===== config.mk =====
export PLATFORM = sky130hd
export DESIGN_NAME = sw_debouncer
export DESIGN_NICKNAME = d
export VERILOG_FILES = /design/src/rtl/sw_debouncer_pkg.sv /design/src/rtl/sw_debouncer_bit_synchronizer.sv /design/src/rtl/sw_debouncer.sv
export SDC_FILE = /design/constraint.sdc
export NUM_CORES = 1
export LEC_CHECK = 0
export BUFFER_PORTS_ARGS = -buffer_cell sky130_fd_sc_hd__buf_2
export CORE_UTILIZATION = 41
export DETAILED_ROUTE_END_ITERATION = 16
export GPL_TIMING_DRIVEN = 0
export SETUP_SLACK_MARGIN = 0.4
export SYNTH_ARGS = -nofsm -noshare
export SYNTH_HDL_FRONTEND = slang
export SYNTH_SLANG_ARGS = --single-unit

===== constraint.sdc =====
create_clock -name clk_in -period 5.3 [get_ports clk_in]
set_clock_uncertainty 0.2 [all_clocks]
set_input_delay 0.265 -clock clk_in [delete_from_list [all_inputs] [get_ports clk_in]]
set_output_delay 0.265 -clock clk_in [all_outputs]
set_load 0.005 [all_outputs]

===== src/rtl/sw_debouncer_pkg.sv =====
// Shared types and constants for the switch debouncer: FSM state encoding,
// default parameter values and a constant-foldable ceil(log2) helper.
package sw_debouncer_pkg;

  typedef enum logic [1:0] {
    STABLE_LOW  = 2'd0,
    WAIT_HIGH   = 2'd1,
    STABLE_HIGH = 2'd2,
    WAIT_LOW    = 2'd3
  } deb_state_e;

  localparam int unsigned SYNC_STAGES_DEFAULT     = 32'd2;
  localparam int unsigned DEBOUNCE_CYCLES_DEFAULT = 32'd2000000;

  // Smallest r with 2**r >= value; used to size the qualification counter.
  function automatic int unsigned clog2_f(input int unsigned value);
    int unsigned result;
    result = 32'd0;
    for (int i = 0; i < 32; i++) begin
      result = ((64'd1 << i) < {32'd0, value}) ? (i + 1) : result;
    end
    return result;
  endfunction

endpackage


===== src/rtl/sw_debouncer_bit_synchronizer.sv =====
// bit_synchronizer: N-stage flip-flop chain bringing an asynchronous level
// into the clk_in domain; reusable for any slow board input.
module bit_synchronizer #(
  parameter int unsigned stages_p = 32'd2
) (
  input  logic clk_in,
  input  logic rst,
  input  logic d,
  output logic q
);

  logic [stages_p-1:0] sync_q;
  logic [stages_p-1:0] sync_d;

  // Shift the raw input into the bottom of the chain.
  always_comb begin
    sync_d = {sync_q[stages_p-2:0], d};
  end

  // Chain registers, cleared by synchronous reset.
  always_ff @(posedge clk_in) begin
    if (rst) begin
      sync_q <= {stages_p{1'b0}};
    end else begin
      sync_q <= sync_d;
    end
  end

  assign q = sync_q[stages_p-1];

endmodule


===== src/rtl/sw_debouncer.sv =====
// Switch debouncer: synchronizes sw_in, qualifies each new level over
// debounce_cycles_p stable cycles, and emits registered edge pulses.
// Build option SW_DEBOUNCER_TOGGLE_EN turns sw_out into a push-button toggle.
module sw_debouncer
  import sw_debouncer_pkg::*;
#(
  parameter int unsigned sync_stages_p     = SYNC_STAGES_DEFAULT,
  parameter int unsigned debounce_cycles_p = DEBOUNCE_CYCLES_DEFAULT
) (
  input  logic clk_in,
  input  logic rst,
  input  logic sw_in,
  output logic sw_out,
  output logic sw_rise,
  output logic sw_fall
);

  localparam int unsigned      CNT_W    = clog2_f(debounce_cycles_p + 32'd1);
  localparam logic [CNT_W-1:0] CNT_ZERO = CNT_W'(0);
  localparam logic [CNT_W-1:0] CNT_ONE  = CNT_W'(1);
  localparam logic [CNT_W-1:0] CNT_LAST = CNT_W'(debounce_cycles_p - 32'd1);

  logic sync_s;

  deb_state_e       state_q, state_d;
  logic [CNT_W-1:0] cnt_q, cnt_d;
  logic             sw_out_q, sw_out_d;
  logic             sw_rise_q, sw_rise_d;
  logic             sw_fall_q, sw_fall_d;
  logic             accept_rise_s;
  logic             accept_fall_s;

  bit_synchronizer #(
    .stages_p (sync_stages_p)
  ) u_sync (
    .clk_in (clk_in),
    .rst    (rst),
    .d      (sw_in),
    .q      (sync_s)
  );

  // Qualification FSM: any disagreeing sample restarts from the stable state.
  always_comb begin
    state_d       = state_q;
    cnt_d         = cnt_q;
    accept_rise_s = 1'b0;
    accept_fall_s = 1'b0;
    case (state_q)
      STABLE_LOW: begin
        cnt_d = CNT_ZERO;
        if (sync_s) begin
          state_d = WAIT_HIGH;
        end else begin
          state_d = STABLE_LOW;
        end
      end
      WAIT_HIGH: begin
        if (!sync_s) begin
          state_d = STABLE_LOW;
          cnt_d   = CNT_ZERO;
        end else if (cnt_q == CNT_LAST) begin
          state_d       = STABLE_HIGH;
          cnt_d         = CNT_ZERO;
          accept_rise_s = 1'b1;
        end else begin
          cnt_d = cnt_q + CNT_ONE;
        end
      end
      STABLE_HIGH: begin
        cnt_d = CNT_ZERO;
        if (!sync_s) begin
          state_d = WAIT_LOW;
        end else begin
          state_d = STABLE_HIGH;
        end
      end
      WAIT_LOW: begin
        if (sync_s) begin
          state_d = STABLE_HIGH;
          cnt_d   = CNT_ZERO;
        end else if (cnt_q == CNT_LAST) begin
          state_d       = STABLE_LOW;
          cnt_d         = CNT_ZERO;
          accept_fall_s = 1'b1;
        end else begin
          cnt_d = cnt_q + CNT_ONE;
        end
      end
      default: begin
        state_d = STABLE_LOW;
        cnt_d   = CNT_ZERO;
      end
    endcase
  end

  // Output next-state: level follower by default, toggle on rise in button mode.
  always_comb begin
    sw_rise_d = accept_rise_s;
    sw_fall_d = accept_fall_s;
`ifdef SW_DEBOUNCER_TOGGLE_EN
    if (accept_rise_s) begin
      sw_out_d = ~sw_out_q;
    end else begin
      sw_out_d = sw_out_q;
    end
`else
    if (accept_rise_s) begin
      sw_out_d = 1'b1;
    end else if (accept_fall_s) begin
      sw_out_d = 1'b0;
    end else begin
      sw_out_d = sw_out_q;
    end
`endif
  end

  // State, counter and registered outputs.
  always_ff @(posedge clk_in) begin
    if (rst) begin
      state_q   <= STABLE_LOW;
      cnt_q     <= CNT_ZERO;
      sw_out_q  <= 1'b0;
      sw_rise_q <= 1'b0;
      sw_fall_q <= 1'b0;
    end else begin
      state_q   <= state_d;
      cnt_q     <= cnt_d;
      sw_out_q  <= sw_out_d;
      sw_rise_q <= sw_rise_d;
      sw_fall_q <= sw_fall_d;
    end
  end

  assign sw_out  = sw_out_q;
  assign sw_rise = sw_rise_q;
  assign sw_fall = sw_fall_q;

endmodule

==> impl_metrics.tcl, run 1 <==
set metrics [dict create \
    status "finished, final reports clean" \
    fmaxAchievable_mhz 459 \
    vdd_drop_max_mv 0.159 \
    critPathMaxFanout 10 \
    viasPerCell 5.63 \
    cts_root_buf "clkbuf_4" \
    endpoint_kind "flip-flop" \
    fp.dieW_um 56.6 \
    cp-start-kind "flip-flop" \
    via_count 1007 \
    timing.final.crit_share_pct 41.1 \
    power_leakage_nw 0.433 \
    fillCellCount 271 \
    synth_cell_type_count 30 \
    remaining_drc_errors 0 \
    numPortBuffers 5 \
    cts_resized 0 \
    yosysWarnings 0 \
    relSlewSlack_pct 68.6 \
    syn_to_final_growth_pct 10.7 \
    multi_input_area_um2 627 \
    power.total_mw 0.321 \
    synth-seq-area-share_pct 45.9 \
    clk_pin_slew_worst_paths_ns 0.14 \
    arrival_ns 2.20 \
    clock_power_share_pct 31.7 \
    worstRegToRegCells 8 \
    place.gp.congestion 0.822 \
    critPathLaunch "cnt_q[0]" \
    wl_per_cell_um 12.5 \
    drtIter0Drc 40 \
    synth.largest_area_cell "dfxtp_1" \
    synthTopCellsByArea "dfxtp_1 46%, xor2_1 5.7%, nor2_1 4.9%, xnor2_1 4.3%, and4_1 3.6%" \
    slew_viol_final 0 \
    seqCellArea_um2 561 \
    grt_use_total_pct 15.7 \
    critPathCapture "cnt_q[7]" \
    p_int_mw 0.258 \
    setup_viol 0 \
    die_h_um 56.6 \
    fin_crit_ns 2.18 \
    clk-insertion-delay-late_ns 0.32 \
    antenna_left 0 \
    htreeDepth 1 \
    synth.avg_cell_area_um2 8.98 \
    power_density_nw_per_um2 238 \
    grt_pass1_wl_um 4000 \
    initial_core_util_pct 43.9 \
    cts_tree "yes" \
    r2r-end "cnt_q[7]" \
    reg2reg_from "cnt_q[0]" \
    grt-ovfl-total 0 \
    cp.required_ns 5.32 \
    worst_slew_pin_slew_ns 0.464 \
    comb_power_share_pct 1.9 \
    rows 19 \
    antenna_found_initial 0 \
    drt_first_pass_iters 4 \
    synth_edf_count 0 \
    drive_above_1_share_pct 10.8 \
    p_sw_mw 0.0633 \
    maxCapViolCount 0 \
    hp-class "reg2reg" \
    path_class "reg2reg" \
    synth_top_cells_by_count "28 x dfxtp_1, 16 x nor2_1, 9 x nand2_1" \
    antenna_cells 0 \
    reg2reg_slack_ns 3.12 \
    yosys.area.top_type_share_pct 45.9 \
    syn_nets 140 \
    clockBufferDepth 2 \
    utilization_pct 48.6 \
    fin_nets 153 \
    hold_viol_final 0 \
    numCtsBuffers 3 \
    drt_wl_total_um 2230 \
    async_reset_ff_share_pct 0 \
    ys_seq_elements 28 \
    num_io_pins 6 \
    synthCells 136 \
    synthFlopType "dfxtp_1" \
    design.core.area_um2 2780 \
    cts.sinks 28 \
    seqPwrFrac_pct 66.4 \
    synthesis.area_um2 1220 \
    rsz0062_at_grt "false" \
    place.detailed.hpwl_um 1630 \
    yosysMostFrequentCell "dfxtp_1" \
    grt_pass1_vias 969 \
    die_area_um2 3200 \
    tns_ns 0 \
    grt_max_degree 16 \
    switching_share_pct 19.7 \
]
metal layers:
metal	share of wire [%]	GRT usage (%)	up-vias
li1	-	-	514
met2	47	27.4	15
met1	49	19.4	476
met5	0	0	-
met4	0.76	5.23	0
met3	2.2	2.76	2
placed cells by master, fill, tap and decap left out, types with 2 or more instances in the layout:
cell type and count:
dfxtp_1 28, nor2_1 16, nand2_1 9, buf_2 8, nand3_1 8, xor2_1 8
a21oi_1 8, xnor2_1 6, and4_1 5, nand4_1 5, o21ai_0 5, o31ai_1 4
or4_1 4, inv_1 3, nor2b_1 3, or3_1 3, clkbuf_4 3, dlygate4sd3_1 3
nor4_1 2, nor4b_1 2, nor3_1 2, and2_1 2
kinds of logic after synthesis:
family | after synthesis | share of synthesized area, %
adders and majority gates | 1 | 1.02
xor gates and xnor gates | 14 | 10.0
and+or+nand+nor | 67 | 31.3
AOI/OAI and AO/OA | 19 | 9.02
DFF | 28 | 45.9
buffers and inverters | 7 | 2.77
final cells by class:
cell class / count / share of cell area, %
plain buffers: 4 / 1.67
well taps: 31 / 2.87
multi-input cells: 101 / 46.4
clock buffers: 4 / 2.69
repair buffers: 8 / 4.07
flip-flops and latches: 28 / 41.5
inverters: 3 / 0.833
how the worst min path moves through the flow:
| stage | startpoint | to | slack, ns | depth (start not counted) |
|---|---|---|---|---|
| after detailed placement | u_sync.sync_q[0] | u_sync.sync_q[1] | 0.23 | 1 |
| after floorplan | rst | flip-flop | 0.13 | 1 |
| final | u_sync.sync_q[0] | u_sync.sync_q[1] | 0.27 | 1 |
| after global routing | u_sync.sync_q[0] | u_sync.sync_q[1] | 0.28 | 1 |
| after global placement | u_sync.sync_q[0] | u_sync.sync_q[1] | 0.22 | 1 |
| after CTS | u_sync.sync_q[0] | u_sync.sync_q[1] | 0.26 | 1 |
power by group through the flow:
stage          Combinational [mW]  Clock (mW)  Sequential [mW]
2_1_floorplan             0.00224           0            0.218
3_3_place_gp              0.00433           0            0.218
3_5_place_dp              0.00457           0            0.218
4_1_cts                   0.00624       0.107            0.213
5_1_grt                   0.00690       0.115            0.214
6_report                  0.00617       0.102            0.213
through the flow:
step	area, um2	hold WS, ns	worst slack, ns	std cells
2_1_floorplan	1220	0.134	3.37	136
3_3_place_gp	1280	0.224	3.14	172
3_5_place_dp	1280	0.227	3.13	172
4_1_cts	1350	0.263	3.11	179
5_1_grt	1350	0.284	2.98	179
6_report	1350	0.267	3.12	179
sequential cells by signal, indices dropped and copies added (netlist names), named ones only:
| signal | flops |
|---|---|
| cnt_q | 21 |
| u_sync.sync_q | 2 |
| state_q | 1 |
| sw_fall | 1 |
| sw_out | 1 |
| sw_rise | 1 |
worst max-delay path: stages (launching register included):
cell     delay (ns)
dfxtp_1        0.40
ha_1           0.21
and4_1         0.20
buf_2          0.18
and4_1         0.30
a21o_2         0.15
buf_4          0.15
buf_2          0.23
nor2_1         0.07
what timing repair did:
action | in CTS | in global routing
setup buffers | 0 | 0
hold endpoints to repair | 4 | 0
hold buffers | 3 | 0
Note: power is estimated with default switching activity, not from simulation.
==> run 2: changes to the inputs <==
- clock period: 5.3 -> 2 ns (I/O delays scaled with it)
==> impl_metrics.tcl, run 2 (same netlist as run 1, synthesis figures left out) <==
set metrics [dict create \
    status "finished, final reports clean" \
    timing.final.crit_share_pct 95.1 \
    cp-start-kind "flip-flop" \
    critPathBufInv 1 \
    setup_viol 0 \
    place.gp.congestion 0.819 \
    rows 19 \
    finalInstanceArea_um2 1780 \
    layout_common_cells "16 x dfxtp_1, 15 x buf_4, 10 x buf_6" \
    hp-class "in2reg" \
    wl_per_cell_um 15.1 \
    critPathMaxFanout 7 \
    finalNonFillerCells 201 \
    cts.sinks 28 \
    fp.dieW_um 56.6 \
    relSlewSlack_pct 78.1 \
    place_inst 172 \
    tns_ns 0 \
    numPortBuffers 5 \
    drt_first_pass_iters 4 \
    dp_slack_ns 0.0592 \
    remaining_drc_errors 0 \
    die_area_um2 3200 \
    power_density_nw_per_um2 539 \
    initial_core_util_pct 43.9 \
    fin_nets 175 \
    final_common_cell "dfxtp_1" \
    endpoint_kind "flip-flop" \
    power_leakage_nw 0.598 \
    htreeDepth 1 \
    dpl-instance-area_um2 1330 \
    grt_pass1_wl_um 5060 \
    crit_family "simple AND/OR/NAND/NOR gates" \
    power.total_mw 0.957 \
    setup_ws_ns 0.0983 \
    grt_use_total_pct 20.0 \
    hold_viol_final 0 \
    reg.largest.list "cnt_q: 21 flops, u_sync.sync_q: 2 flops" \
    worst_slew_pin_slew_ns 0.324 \
    slew_viol_final 0 \
    numCtsBuffers 3 \
    reg2reg_from "cnt_q[3]" \
    clk_pin_slew_worst_paths_ns 0.16 \
    fmaxAchievable_mhz 526 \
    design.core.area_um2 2780 \
    arrival_ns 1.99 \
    min-delay-start "rst" \
    max_stage_delay_ns 0.48 \
    clockBufferDepth 2 \
    grt_pass1_vias 1127 \
    place.detailed.hpwl_um 1670 \
    grt-ovfl-total 0 \
    drtIter0Drc 35 \
    cts_tree "yes" \
    antenna_cells 0 \
    drive_above_1_share_pct 44.1 \
    maxCapViolCount 0 \
    antenna_found_initial 0 \
    die_h_um 56.6 \
    drt_wl_total_um 3030 \
    path_class "reg2reg" \
    viasPerCell 5.62 \
    critical_path.cell_chain "nand3_4 -> or3_1 -> buf_6 -> or4_1 -> a21oi_2" \
    rsz0062_at_grt "true" \
    critPathLaunch "cnt_q[3]" \
    holdWs_ns 0.257 \
    clk-insertion-delay-late_ns 0.34 \
    fin_crit_ns 1.90 \
    num_io_pins 6 \
    utilization_pct 63.8 \
    antenna_left 0 \
    via_count 1130 \
    cp.required_ns 2.08 \
    grt_max_degree 17 \
    vdd_drop_max_mv 0.488 \
    cts_root_buf "clkbuf_4" \
    regMostFlops "cnt_q" \
    critical_path.slowest_cell "or4_1" \
    largest_reg_flops 21 \
    syn_to_final_growth_pct 45.4 \
]
[run 2: path summary, 6_finish.rpt]
check	cells after the start	end	slack, ns
worst max-delay path	5	cnt_q[15]	0.1
worst max register to register	5	cnt_q[15]	0.1
worst min register to register	1	u_sync.sync_q[1]	0.27
worst min-delay path	3	u_sync.sync_q[0]	0.26
[run 2: worst reg2reg max path: stages (launching register included)]
cell	delay [ns]
dfxtp_2	0.40
nand3_4	0.09
or3_1	0.39
buf_6	0.14
or4_1	0.48
a21oi_2	0.15
[run 2: repair_timing]
item,4_1_cts,5_1_grt
hold endpoints to repair,7,0
pin swaps,20,5
gates resized for setup,27,28
endpoints found under the setup margin,22,23
cloned,2,0
hold buffers,3,0
buffers inserted,17,3
[run 2: power by group]
| part | leakage, nW | switching, mW | internal [mW] |
|---|---|---|---|
| clock network | 0.0279 | 0.179 | 0.203 |
| logic | 0.336 | 0.00719 | 0.0112 |
| registers | 0.234 | 0.00323 | 0.554 |
[run 2: cell type report]
type / instances / area, um2
Buffer: 4 / 45.0
Clock buffer: 3 / 22.5
Clock inverter: 1 / 30.0
Fill cell: 225 / 1010
Inverter: 3 / 11.3
Multi-Input combinational cell: 101 / 787
Sequential cell: 28 / 591
Tap cell: 31 / 38.8
Timing Repair Buffer: 30 / 250
[run 2: routing by layer]
metal / vias to the layer above / share of wire, % / global-route usage [%]
met3: 11 / 2.5 / 3.46
li1: 554 / - / -
met4: 0 / 2.5 / 8.36
met5: - / 0 / 0
met1: 547 / 45 / 25.2
met2: 18 / 50 / 33.6
==> run 3: changes to the inputs <==
==> constraint.sdc (replaced) <==
create_clock -name clk_in -period 2 [get_ports clk_in]
set_clock_uncertainty 0.2 [all_clocks]
set_input_delay 0.2 -clock clk_in [delete_from_list [all_inputs] [get_ports clk_in]]
set_output_delay 0.2 -clock clk_in [all_outputs]
set_load 0.005 [all_outputs]
==> impl_metrics.tcl, run 3 (same netlist as run 1, synthesis figures left out) <==
set metrics [dict create \
    tns_ns 0 \
    cts_root_buf "clkbuf_4" \
    place_inst 172 \
    rsz0062_at_grt "true" \
    relSlewSlack_pct 76.3 \
    antenna_found_initial 0 \
    power_leakage_nw 0.598 \
    wl_per_cell_um 15.1 \
    via_count 1129 \
    syn_to_final_growth_pct 45.2 \
    htreeDepth 1 \
    cts_tree "yes" \
    place.detailed.hpwl_um 1670 \
    critPathMaxFanout 7 \
    numPortBuffers 5 \
    slew_viol_final 0 \
    drive_above_1_share_pct 43.5 \
    hold_viol_final 0 \
    fp.dieW_um 56.6 \
    reg.largest.list "cnt_q: 21 flops, u_sync.sync_q: 2 flops" \
    rows 19 \
    fin_crit_ns 1.90 \
    setup_ws_ns 0.0995 \
    grt_pass1_vias 1125 \
    switching_share_pct 19.7 \
    drt_first_pass_iters 4 \
    arrival_ns 1.98 \
    fmaxAchievable_mhz 526 \
    dp_slack_ns 0.0592 \
    drt_wl_total_um 3030 \
    initial_core_util_pct 43.9 \
    antenna_left 0 \
    holdWs_ns 0.0213 \
    seqCellArea_um2 591 \
    grt_pass1_wl_um 5040 \
    p_int_mw 0.768 \
    hp-class "in2reg" \
    antenna_cells 0 \
    drtIter0Drc 28 \
    grt_max_degree 17 \
    design.core.area_um2 2780 \
    cts.sinks 28 \
    utilization_pct 63.7 \
    dpl-instance-area_um2 1330 \
    timing.final.crit_share_pct 95.0 \
    setup_viol 0 \
    place.gp.congestion 0.819 \
    endpoint_kind "flip-flop" \
    largest_reg_flops 21 \
    p_sw_mw 0.188 \
    finalNonFillerCells 201 \
    comb_power_share_pct 1.9 \
    status "finished, final reports clean" \
    grt-ovfl-total 0 \
    worst_slew_pin_slew_ns 0.355 \
    cp.required_ns 2.08 \
    power_density_nw_per_um2 539 \
    die_area_um2 3200 \
    final_common_cell "dfxtp_1" \
    maxCapViolCount 0 \
    fillCellCount 226 \
    seqPwrFrac_pct 58.3 \
    clockBufferDepth 2 \
    vdd_drop_max_mv 0.488 \
    finalInstanceArea_um2 1770 \
    viasPerCell 5.62 \
    path_class "reg2reg" \
    clk-insertion-delay-late_ns 0.34 \
    num_io_pins 6 \
    remaining_drc_errors 0 \
    cp-start-kind "flip-flop" \
    layout_common_cells "16 x dfxtp_1, 15 x buf_4, 10 x buf_6" \
    fin_nets 175 \
    regMostFlops "cnt_q" \
    die_h_um 56.6 \
    power.total_mw 0.956 \
    multi_input_area_um2 785 \
    clk_pin_slew_worst_paths_ns 0.16 \
    numCtsBuffers 3 \
    clock_power_share_pct 39.8 \
    grt_use_total_pct 20.0 \
]
-- run 3: final timing paths --
| check | from | to | slack, ns | depth (start not counted) |
|---|---|---|---|---|
| setup reg to reg | cnt_q[3] | cnt_q[15] | 0.1 | 5 |
| hold / removal | rst | sw_fall | 0.02 | 4 |
| setup / recovery | cnt_q[3] | cnt_q[15] | 0.1 | 5 |
| hold reg to reg | u_sync.sync_q[0] | u_sync.sync_q[1] | 0.26 | 1 |
-- run 3: power by group through the flow --
| stage | clock (mW) | combinational (mW) | sequential (mW) |
|---|---|---|---|
| final | 0.381 | 0.0181 | 0.557 |
| after CTS | 0.382 | 0.0176 | 0.559 |
| after global placement | 0 | 0.0117 | 0.577 |
| after floorplan | 0 | 0.00608 | 0.577 |
| after global routing | 0.409 | 0.0206 | 0.559 |
| after detailed placement | 0 | 0.0119 | 0.577 |
-- run 3: area by class of cell --
cell class	count	share of cell area, %
plain buffers	4	2.54
clock buffers	3	1.27
clock inverters	1	1.69
inverters	3	0.635
multi-input cells	101	44.2
flip-flops and latches	28	33.3
well taps	31	2.19
repair buffers	30	14.1
-- run 3: per-layer routing --
metal	GRT usage, %	share of wire [%]	routed length [um]
met5	0	0	0
met1	25.1	45	1360
met2	33.6	50	1520
met3	3.46	2.3	71
met4	8.36	2.5	76
-- run 3: what timing repair did --
| item | 4_1_cts | 5_1_grt |
|---|---|---|
| resized for setup | 27 | 27 |
| cloned | 2 | 0 |
| hold buffers | 3 | 0 |
| buffers inserted | 17 | 3 |
| pin swaps | 20 | 5 |
| hold endpoints to repair | 5 | 0 |
| endpoints found under the setup margin | 22 | 23 |
-- run 3: worst max-delay path, stage by stage (launching register included) --
cell,delay [ns]
dfxtp_2,0.40
nand3_4,0.09
or3_1,0.39
buf_6,0.14
or4_1,0.48
a21oi_2,0.15
